<file path="config.mk">
export PLATFORM = sky130hd
export DESIGN_NAME = if_id_skid_flat
export DESIGN_NICKNAME = d
export VERILOG_FILES = /design/src/rtl/if_id_skid_pkg.sv /design/src/rtl/if_id_skid_if.sv /design/src/rtl/if_id_skid_pipe_entry.sv /design/src/rtl/if_id_skid.sv /design/src/flat_wrapper.sv
export SDC_FILE = /design/constraint.sdc
export NUM_CORES = 1
export LEC_CHECK = 0
export ABC_AREA = 1
export BUFFER_PORTS_ARGS = -buffer_cell sky130_fd_sc_hd__buf_2
export CORE_ASPECT_RATIO = 1.75
export CORE_MARGIN = 4
export CORE_UTILIZATION = 40
export CTS_BUF_LIST = sky130_fd_sc_hd__clkbuf_16
export DETAILED_ROUTE_END_ITERATION = 10
export PLACE_DENSITY_LB_ADDON = 0.08
export SLEW_MARGIN = 15
export SYNTH_ARGS = -nofsm -noshare
export SYNTH_HDL_FRONTEND = slang
export SYNTH_SLANG_ARGS = --single-unit
export TNS_END_PERCENT = 50
</file>
<file path="constraint.sdc">
create_clock -name clk -period 1.29 [get_ports clk]
set_clock_uncertainty 0.05 [all_clocks]
set_input_delay 0.0645 -clock clk [delete_from_list [all_inputs] [get_ports clk]]
set_output_delay 0.0645 -clock clk [all_outputs]
set_load 0.03 [all_outputs]
</file>
<file path="src/rtl/if_id_skid_pkg.sv">
// Shared constants for the IF->ID pipeline stage: default widths and the bubble instruction.
package if_id_skid_pkg;

    localparam int unsigned ADDR_W_DEF = 32;
    localparam int unsigned INST_W_DEF = 32;

    // MIPS sll $0,$0,0 doubles as the bubble instruction
    localparam logic [31:0] NOP_INST_DEF = 32'h0000_0000;
    localparam logic [31:0] ZEROWORD     = 32'h0000_0000;

endpackage

</file>
<file path="src/rtl/if_id_skid_if.sv">
// Valid/ready channel carrying one PC + instruction pair between pipeline stages.
interface if_id_skid_if
    import if_id_skid_pkg::*;
#(
    parameter int unsigned ADDR_W = ADDR_W_DEF,
    parameter int unsigned INST_W = INST_W_DEF
);

    logic              valid;
    logic              ready;
    logic [ADDR_W-1:0] pc;
    logic [INST_W-1:0] inst;

    modport master (output valid, output pc, output inst, input ready);
    modport slave  (input valid, input pc, input inst, output ready);

endinterface

</file>
<file path="src/rtl/if_id_skid_pipe_entry.sv">
// Enable-loaded PC + instruction register with synchronous clear (clear wins over load).
module pipe_entry
    import if_id_skid_pkg::*;
#(
    parameter int unsigned ADDR_W = ADDR_W_DEF,
    parameter int unsigned INST_W = INST_W_DEF
) (
    input  logic              clk,
    input  logic              i_clr,
    input  logic              i_en,
    input  logic [ADDR_W-1:0] i_pc,
    input  logic [INST_W-1:0] i_inst,
    output logic [ADDR_W-1:0] o_pc,
    output logic [INST_W-1:0] o_inst
);

    logic [ADDR_W-1:0] r_pc;
    logic [INST_W-1:0] r_inst;

    always_ff @(posedge clk) begin
        if (i_clr) begin
            r_pc   <= '0;
            r_inst <= '0;
        end else if (i_en) begin
            r_pc   <= i_pc;
            r_inst <= i_inst;
        end
    end

    assign o_pc   = r_pc;
    assign o_inst = r_inst;

endmodule

</file>
<file path="src/rtl/if_id_skid.sv">
// IF->ID stage register: two-entry skid buffer with registered in_ready and flush-to-bubble.
module if_id_skid
    import if_id_skid_pkg::*;
#(
    parameter int unsigned         ADDR_W   = ADDR_W_DEF,
    parameter int unsigned         INST_W   = INST_W_DEF,
    parameter logic [INST_W-1:0]   NOP_INST = INST_W'(NOP_INST_DEF)
) (
    input  logic           clk,
    input  logic           rst,
    input  logic           i_flush,
    if_id_skid_if.slave    i_fetch,
    if_id_skid_if.master   o_dec
);

    typedef enum logic [1:0] {ST_EMPTY, ST_FULL, ST_SKID} state_t;

    state_t            r_state;
    logic              r_in_ready;
    logic              r_out_valid;

    logic              w_xfer_in;
    logic              w_xfer_out;
    logic              w_main_en;
    logic              w_skid_en;
    logic [ADDR_W-1:0] w_main_pc_d;
    logic [INST_W-1:0] w_main_inst_d;
    logic [ADDR_W-1:0] w_main_pc;
    logic [INST_W-1:0] w_main_inst;
    logic [ADDR_W-1:0] w_skid_pc;
    logic [INST_W-1:0] w_skid_inst;

    assign w_xfer_in  = i_fetch.valid & r_in_ready;
    assign w_xfer_out = r_out_valid & o_dec.ready;

    // Flush suppresses all loads; main keeps its PC so out_pc holds its last value.
    always_comb begin
        w_main_en     = 1'b0;
        w_skid_en     = 1'b0;
        w_main_pc_d   = i_fetch.pc;
        w_main_inst_d = i_fetch.inst;
        if (!rst && !i_flush) begin
            case (r_state)
                ST_EMPTY: w_main_en = w_xfer_in;
                ST_FULL: begin
                    w_main_en = w_xfer_in & w_xfer_out;
                    w_skid_en = w_xfer_in & ~w_xfer_out;
                end
                ST_SKID: begin
                    w_main_en     = w_xfer_out;
                    w_main_pc_d   = w_skid_pc;
                    w_main_inst_d = w_skid_inst;
                end
                default: ;
            endcase
        end
    end

    always_ff @(posedge clk) begin
        if (rst || i_flush) begin
            r_state     <= ST_EMPTY;
            r_in_ready  <= 1'b1;
            r_out_valid <= 1'b0;
        end else begin
            case (r_state)
                ST_EMPTY: begin
                    if (w_xfer_in) begin
                        r_state     <= ST_FULL;
                        r_out_valid <= 1'b1;
                    end
                end
                ST_FULL: begin
                    if (w_xfer_out && !w_xfer_in) begin
                        r_state     <= ST_EMPTY;
                        r_out_valid <= 1'b0;
                    end else if (w_xfer_in && !w_xfer_out) begin
                        r_state    <= ST_SKID;
                        r_in_ready <= 1'b0;
                    end
                end
                ST_SKID: begin
                    if (w_xfer_out) begin
                        r_state    <= ST_FULL;
                        r_in_ready <= 1'b1;
                    end
                end
                default: begin
                    r_state     <= ST_EMPTY;
                    r_in_ready  <= 1'b1;
                    r_out_valid <= 1'b0;
                end
            endcase
        end
    end

    pipe_entry #(.ADDR_W(ADDR_W), .INST_W(INST_W)) u_main (
        .clk    (clk),
        .i_clr  (rst),
        .i_en   (w_main_en),
        .i_pc   (w_main_pc_d),
        .i_inst (w_main_inst_d),
        .o_pc   (w_main_pc),
        .o_inst (w_main_inst)
    );

    pipe_entry #(.ADDR_W(ADDR_W), .INST_W(INST_W)) u_skid (
        .clk    (clk),
        .i_clr  (rst),
        .i_en   (w_skid_en),
        .i_pc   (i_fetch.pc),
        .i_inst (i_fetch.inst),
        .o_pc   (w_skid_pc),
        .o_inst (w_skid_inst)
    );

    assign i_fetch.ready = r_in_ready;
    assign o_dec.valid   = r_out_valid;
    assign o_dec.pc      = w_main_pc;
    assign o_dec.inst    = r_out_valid ? w_main_inst : NOP_INST;

endmodule

</file>
<file path="src/flat_wrapper.sv">
// flat-port wrapper written by rule: the top's interface ports become plain ports
module if_id_skid_flat import if_id_skid_pkg::*;
#(
    parameter int unsigned         ADDR_W   = ADDR_W_DEF,
    parameter int unsigned         INST_W   = INST_W_DEF,
    parameter logic [INST_W-1:0]   NOP_INST = INST_W'(NOP_INST_DEF)
)
  (clk, rst, i_flush, i_fetch_valid, i_fetch_pc, i_fetch_inst, i_fetch_ready, o_dec_valid, o_dec_pc, o_dec_inst, o_dec_ready);
  if_id_skid_if #(.ADDR_W(ADDR_W), .INST_W(INST_W)) i_fetch_i ();
  if_id_skid_if #(.ADDR_W(ADDR_W), .INST_W(INST_W)) o_dec_i ();
  input  logic clk;
  input  logic rst;
  input  logic i_flush;
  input wire logic [$bits(i_fetch_i.valid)-1:0] i_fetch_valid;
  input wire logic [$bits(i_fetch_i.pc)-1:0] i_fetch_pc;
  input wire logic [$bits(i_fetch_i.inst)-1:0] i_fetch_inst;
  output wire logic [$bits(i_fetch_i.ready)-1:0] i_fetch_ready;
  output wire logic [$bits(o_dec_i.valid)-1:0] o_dec_valid;
  output wire logic [$bits(o_dec_i.pc)-1:0] o_dec_pc;
  output wire logic [$bits(o_dec_i.inst)-1:0] o_dec_inst;
  input wire logic [$bits(o_dec_i.ready)-1:0] o_dec_ready;
  assign i_fetch_i.valid = i_fetch_valid;
  assign i_fetch_i.pc = i_fetch_pc;
  assign i_fetch_i.inst = i_fetch_inst;
  assign i_fetch_ready = i_fetch_i.ready;
  assign o_dec_valid = o_dec_i.valid;
  assign o_dec_pc = o_dec_i.pc;
  assign o_dec_inst = o_dec_i.inst;
  assign o_dec_i.ready = o_dec_ready;
  if_id_skid #(.ADDR_W(ADDR_W), .INST_W(INST_W), .NOP_INST(NOP_INST)) u_core (.clk(clk), .rst(rst), .i_flush(i_flush), .i_fetch(i_fetch_i), .o_dec(o_dec_i));
endmodule
</file>
==> results.txt, run 1 <==
The run finished, with violations left. The final reports fail on setup timing. The count of endpoints failing hold in the final timing report came out at 0. Clock tree synthesis selected as its root buffer the cell sky130_fd_sc_hd__clkbuf_16.

The worst setup path is captured at a register. The transition time at the pin with the least slew margin is 303 ps. The count of nets left with antenna violations after detail routing is 0.

The number of warnings reported in the yosys synthesis log came out at 0. The final net count came out at ~1,300. The critical path class is register to register.

Dividing total power by cell area gives a power density of 1030 mW/mm^2. The number of inserted diodes came out at 0. For this block, the initial DRC count from the detailed router was approximately 210. Once layout is complete, the utilization of the core stands at 66.7%. The final setup slack of the worst path came out at -168 ps. For this configuration, the core starts out at a cell density of 41.2%. STA puts the critical path data arrival time at between 1500 and 2000 ps.

The max-slew violation count came out at 0. Routability-driven placement finished with a final weighted congestion of roughly 0.85. The min-delay analysis places its worst path in the category input pin to register. TritonCTS built the clock tree. The via count of the routed design came out at roughly 6,600.

The slowest library cell on the worst path is sky130_fd_sc_hd__dfxtp_4. Wires add up to 20,300 microns. The number of buffers on the longest clock path came out at 2. The headroom to the max-slew limit is about four fifths.

The netlist area before placement is slightly above 0.006 sq mm. The number of distinct library cells after synthesis is 17. The wire length of the first global-routing pass came out at around 30,000 microns. The total overflow left after global routing is 0. The worst hold path begins at rst. The number of H-tree levels came out at 4. The final clock period utilization by the worst path came out at 113%. Setup repair after global routing could not meet its margin everywhere. Synthesis produced about 1,000 cells.

The layout-stage area growth over the synthesis result is 62.0%. For the worst-skew pair, the clock arrives at the later sink with an insertion delay of approximately 400 ps. The summed negative setup slack over all endpoints came out at -16,540 ps. The worst path required time is approximately 1500 ps. The number of top-level pins came out at around 140. After filler insertion, the fill cell instance count of the layout stands at 1,336. The leakage power came out at 5.05 nW. The half-perimeter wire length after detailed placement is 10,600 microns. After detailed routing, the number of vias per cell comes to between 4 and 5. Derived from the worst setup path, the maximum achievable clock frequency is 686 MHz.

The number of nets handed over by synthesis was roughly 1,100. IR analysis of the VDD net gives a maximum drop of 0.968 mV. The startpoint of the lowest-slack register-to-register path is u_core.o_dec.valid. The most critical setup path has its startpoint at u_core.o_dec.valid. The number of clock sinks is around 130. The number of placement rows came out at 59. The delay of the slowest cell on the worst path is just under 400 ps. The average cell area after synthesis came out at between 6 and 7 sq um. The overall die height came out at around 170 microns. Before antenna repair, the detailed router went through 5 iterations. The final count of negative-setup-slack endpoints came out at 161.

Of the cells placed in the final design, the portion with a size suffix greater than 1 is 33.7%. The overall global routing resource usage is 21.4%. STA classifies the critical path startpoint as a register.

The die boundary width is 102 microns. The maximum net fanout on the critical path came out at 10. The initial antenna violation count was 0.

The via count of the first global-routing pass is 6,229. The max-capacitance violation count is 0. For this run, design rule violations remaining after detail routing come to 0.

The most frequent cell on the critical path is sky130_fd_sc_hd__nand2_4. After floorplanning, the core was sized to cover around 0.015 sq mm. The die covers 0.0176 sq mm. During placement, the flow inserted port buffers numbering approximately 130. The post-synthesis sequential area ratio came out at 42.8%. TritonCTS created 17 clock buffers.

The largest net degree at the start of global routing came out at 50. The total chip power is approximately 10 mW. Counting I/O delays and the setup requirement, the final critical path takes 1460 ps. The clock-pin slew on the worst setup and hold paths is 60 ps. After detailed routing, the average wire length per cell comes to ~14 microns.

Walking the worst path, the cells encountered are nand2_4 > buf_6 > nand2_4 > nand3_4 > buf_12 > clkbuf_16 > nor2_2 > nor2_1. The number of flip-flops and latches in the synthesized netlist came out at roughly 130.
## synthesized netlist by cell type
cell | number | share of area [%]
sky130_fd_sc_hd__clkinv_2 | 1 | 0.081
sky130_fd_sc_hd__dfxtp_1 | 132 | 43
sky130_fd_sc_hd__buf_2 | 18 | 1.5
sky130_fd_sc_hd__inv_1 | 101 | 6.1
sky130_fd_sc_hd__nand2_1 | 367 | 22
sky130_fd_sc_hd__a21oi_1 | 4 | 0.32
sky130_fd_sc_hd__inv_2 | 4 | 0.24
sky130_fd_sc_hd__nand3_2 | 2 | 0.32
sky130_fd_sc_hd__nor2_4 | 2 | 0.37
sky130_fd_sc_hd__buf_6 | 11 | 2.0
sky130_fd_sc_hd__buf_4 | 10 | 1.2
sky130_fd_sc_hd__clkbuf_1 | 19 | 1.2
sky130_fd_sc_hd__nand2_2 | 3 | 0.30
sky130_fd_sc_hd__o21ai_1 | 32 | 2.6
sky130_fd_sc_hd__nor2_1 | 258 | 16
sky130_fd_sc_hd__nand3_1 | 3 | 0.24
sky130_fd_sc_hd__o21ai_0 | 33 | 2.7
## path summary, 6_finish.rpt
kind                                                end  slack [ps]  cells after the start
worst max-delay path            u_core.u_main.o_inst[2]        -170                      8
worst min register to register    u_core.u_skid.o_pc[3]         430                      2
worst max register to register  u_core.u_main.o_inst[2]        -170                      8
worst min-delay path            u_core.u_skid.o_inst[9]          50                      4
## cell type report
class / count / area, sq um / share of cell area [%]
Clock buffer: 17 / 425 / 4.26
Clock inverter: 13 / 114 / 1.14
Inverter: 106 / 420 / 4.21
Multi-Input combinational cell: 704 / 3370 / 33.7
Sequential cell: 132 / 2650 / 26.5
Tap cell: 183 / 229 / 2.29
Timing Repair Buffer: 267 / 2790 / 27.9
## layout by cell type, fill, tap and decap left out
cell type	netlist	routed
sky130_fd_sc_hd__nand2_8	0	2
sky130_fd_sc_hd__nand3_4	0	3
sky130_fd_sc_hd__inv_12	0	1
sky130_fd_sc_hd__o21ai_2	0	57
sky130_fd_sc_hd__o21ai_4	0	1
sky130_fd_sc_hd__dfxtp_2	0	2
sky130_fd_sc_hd__inv_6	0	1
sky130_fd_sc_hd__nand2_4	0	9
sky130_fd_sc_hd__nand2_2	3	33
sky130_fd_sc_hd__dfxtp_1	132	128
sky130_fd_sc_hd__nor2_1	258	209
sky130_fd_sc_hd__buf_6	11	45
sky130_fd_sc_hd__clkinv_4	0	4
sky130_fd_sc_hd__a21oi_2	0	1
sky130_fd_sc_hd__o21ai_0	33	1
sky130_fd_sc_hd__inv_1	101	82
sky130_fd_sc_hd__buf_2	18	101
sky130_fd_sc_hd__clkinvlp_4	0	2
sky130_fd_sc_hd__clkinv_2	1	5
sky130_fd_sc_hd__buf_8	0	3
sky130_fd_sc_hd__bufinv_16	0	1
sky130_fd_sc_hd__dfxtp_4	0	2
sky130_fd_sc_hd__inv_4	0	4
sky130_fd_sc_hd__clkbuf_16	0	28
sky130_fd_sc_hd__dlygate4sd3_1	0	64
sky130_fd_sc_hd__nor2_4	2	11
sky130_fd_sc_hd__nor2_2	0	40
sky130_fd_sc_hd__nand2_1	367	326
sky130_fd_sc_hd__o21ai_1	32	6
sky130_fd_sc_hd__buf_16	0	12
sky130_fd_sc_hd__buf_4	10	11
sky130_fd_sc_hd__nand3_1	3	2
sky130_fd_sc_hd__a21oi_1	4	3
sky130_fd_sc_hd__buf_12	0	20
sky130_fd_sc_hd__inv_2	4	19
## worst max-delay path, delay by kind of cell (launching register included)
kind          cells  cell delay, ps
buf+inv           3             500
flops             1             390
simple gates      5             400
## repair_timing
action | in CTS | in global routing
resized for setup | 175 | 150
buffers inserted | 12 | 2
pin swaps | 5 | 9
hold buffers | 64 | 0
endpoints found under the setup margin | 161 | 163
gates cloned | 10 | 14
hold endpoints to repair | 128 | 0
## per-stage QoR
step | area [sq um] | worst slack, ps | std cells | hold WS, ps
after global placement | 7150 | -84.5 | 1292 | 261
after CTS | 9240 | -174 | 1407 | 5.52
final | 9990 | -168 | 1422 | 49.3
after floorplan | 6210 | -36.1 | 1000 | 160
after global routing | 9990 | -253 | 1422 | 56.7
after detailed placement | 7150 | -101 | 1292 | 271
## where the power goes
part           leakage [nW]  internal [mW]  total (mW)  switching [mW]
clock network         0.264           2.62        4.45            1.83
registers              1.07           4.22        4.30          0.0759
logic                  3.71          0.721        1.59           0.865
## layer usage
metal	global-route usage (%)	wire length, microns	share of wire [%]
met1	23.8	7660	38
met2	39.1	11200	55
met3	4.32	821	4.0
met4	8.91	556	2.7
met5	0	0	0
## sequential cells by signal (all words and copies together) (netlist names)
| register | cells |
|---|---|
| u_core.r_state | 2 |
| u_core.u_main.o_inst | 32 |
| u_core.i_fetch.ready | 1 |
| u_core.u_main.o_pc | 32 |
| u_core.u_skid.o_inst | 32 |
| u_core.o_dec.valid | 1 |
| u_core.u_skid.o_pc | 32 |
## kinds of logic (layout without fill, tap and decap cells)
family                 after synthesis  after routing  synth area share, %
AO/OA/AOI/OAI                       69             69                 5.60
buffers and inverters              164            403                 12.3
flip-flops                         132            132                 42.8
AND/OR/NAND/NOR                    635            635                 39.3
(Power assumes the default switching activity.)
==> inputs of run 2 (changes only) <==
CORE_ASPECT_RATIO = 0.5   (was 1.75)
GPL_TIMING_DRIVEN = 0   (was default)
==> results.txt, run 2 (synthesized netlist as in run 1, its figures left out) <==
The flow ran to the end, but the final reports show violations. The checks that failed: setup timing. The insertion delay of the later-clocked pin in the worst-skew pair came out at 400 ps. The fraction of final layout cells with drive strength greater than 1 came out at just under 30%.

The last weighted congestion value of the routability-driven placer is 0.855. The setup slack at placement is -247 ps. The worst-case IR drop observed on VDD is just under 1 mV. From bottom edge to top edge, the die measures ~96 microns. The number of inserted diodes came out at 0. The startpoint of the lowest-slack register-to-register path is u_core.r_state[1]. The worst path required time came out at 1540 ps. No sink is reached through more buffers than the 2 on the longest clock path. The number of H-tree levels is 4. The maximum net fanout on the critical path came out at 10. Input and output buffers added on the ports amount to 134. The headroom to the max-slew limit is between 40% and 50%. The count of routing violations after the opening detailed-route iteration is 328. At the pin with the least slew margin, the transition time is between 700 and 800 ps. The worst hold path belongs to the class input pin to register. The half-perimeter wire length after detailed placement is 11,600 microns. The max-capacitance violation count came out at 0.

The most common library cell in the layout ignoring fill and taps is sky130_fd_sc_hd__nand2_1. Derived from the worst setup path, the maximum achievable clock frequency is ~700 MHz. The via count of the routed design came out at roughly 6,500.

The max-slew violation count is 0. The final net count is around 1,300. The library cells used most frequently in the layout, excluding fill and tap cells, are 337 x sky130_fd_sc_hd__nand2_1, 234 x sky130_fd_sc_hd__nor2_1, 128 x sky130_fd_sc_hd__dfxtp_1, 103 x sky130_fd_sc_hd__buf_2, 87 x sky130_fd_sc_hd__inv_1. The worst setup path is of the register to register kind.

The final count of negative-setup-slack endpoints is roughly 160. The via count of the first global-routing pass is 5,965. STA classifies the critical path endpoint as a register. The number of clock sinks is about 130. The leakage power came out at roughly 5 nW. The wire length of the first global-routing pass came out at between 20,000 and 30,000 microns. The largest net degree at the start of global routing came out at 17. The root cell of the clock tree is sky130_fd_sc_hd__clkbuf_16. The number of clock buffers added by TritonCTS is 17.

Tracing the worst setup path back leads to its startpoint at u_core.r_state[1]. For this configuration, the core starts out at a cell density of between 40% and 50%. After global routing the overflow that remains totals 0. The final clock period utilization by the worst path came out at 109%. The die boundary width came out at roughly 180 microns. The die covers about 0.018 sq mm. The final wirelength is 18,500 microns.

TritonCTS built the clock tree. The initial antenna violation count is 0. The arrival time of data at the critical path endpoint is approximately 1700 ps.

In this run the power density over the cells is 1160 mW/mm^2. In this run the most critical hold path is launched from i_flush. The worst hold margin is around 26 ps.

The final setup slack of the worst path is -112 ps. The residual DRC count came out at 0. The count of nets left with antenna violations after detail routing is 0.

After clock tree synthesis, the clock-pin slew on the worst setup and hold paths is about 60 ps. The shortest period the worst path allows is 1400 ps. Setup repair after global routing could not meet its margin everywhere. From synthesis to final layout, the design area changed by 54.8%. The pre-antenna-repair detailed-routing pass consisted of 5 iterations. The number of placement rows is 31. The overall global routing resource usage came out at 20.5%. The final routed wire length divided by cell count came out at 12.8 microns. The count of endpoints failing hold in the final timing report is 0.

The summed negative setup slack over all endpoints came out at -11,180 ps. In this run the count of I/O pins placed on the die edge is around 140. The number of vias per cell came out at about 4.5. The standard cell core area is ~0.015 sq mm. The number of inserted filler cells in the final layout is 1,348. The total chip power is ~11 mW.

The category of the worst setup path launch point is a register.
run 2: cell count changes in the layout (fill, tap and decap cells not counted), sizes merged:
cell	change
dlygate4sd3	+1
inv	+2
buf	-11
clkbuf	+12
bufinv	+4
bufbuf	+1
clkinv	-4
run 2: worst paths after layout:
kind | to | slack (ps) | depth (start not counted)
setup / recovery | u_core.u_skid.o_inst[21] | -110 | 8
hold / removal | u_core.i_fetch.ready | 30 | 5
setup reg to reg | u_core.u_skid.o_inst[21] | -110 | 8
hold reg to reg | u_core.u_skid.o_pc[7] | 430 | 2
run 2: worst max-delay path, cell delays in order (launching register included):
cell and delay [ps]:
sky130_fd_sc_hd__dfxtp_4 370, sky130_fd_sc_hd__inv_6 80, sky130_fd_sc_hd__nand2_2 70, sky130_fd_sc_hd__nor2_4 140, sky130_fd_sc_hd__nand2_8 100, sky130_fd_sc_hd__buf_12 180
sky130_fd_sc_hd__buf_12 150, sky130_fd_sc_hd__o21ai_1 110, sky130_fd_sc_hd__nor2_1 50
run 2: per-layer routing:
layer  vias up  global-route usage (%)  wire length [microns]
met2       140                    34.2                   8330
met4         0                    5.70                    182
met3        17                    3.70                    877
met5         -                       0                      0
li1       3413                       -                      -
met1      2922                    27.5                   9080
run 2: what timing repair did:
action                                  CTS  global route
hold buffers                             65             0
gates cloned                              4             3
resized for setup                       141           157
endpoints found under the setup margin  159           162
pin swaps                                 2            13
hold endpoints to repair                130             0
setup buffers                             6             2
run 2: layout make-up:
class,instances,area [sq um],share of cell area (%)
buffer,57,641,6.71
tap,198,248,2.59
clock buffer,17,425,4.45
inverter,106,420,4.40
clock inverter,14,210,2.20
timing repair inverter,1,6.26,0.0655
multi-input combinational,704,3190,33.4
timing repair buffer,213,1760,18.4
sequential,132,2650,27.8
run 2: metrics by stage:
stage / std cells / area (sq um) / util [%]
2_1_floorplan: 1000 / 6210 / -
3_3_place_gp: 1332 / 7130 / 48.3
3_5_place_dp: 1332 / 7130 / 48.3
4_1_cts: 1437 / 9000 / 60.9
5_1_grt: 1442 / 9550 / 64.6
6_report: 1442 / 9550 / 64.6
run 2: power breakdown:
group / internal (mW) / leakage, nW / switching (mW)
sequential: 4.22 / 1.07 / 0.0787
clock: 3.42 / 0.308 / 1.87
combinational: 0.640 / 3.52 / 0.808
total: 8.28 / 4.90 / 2.76
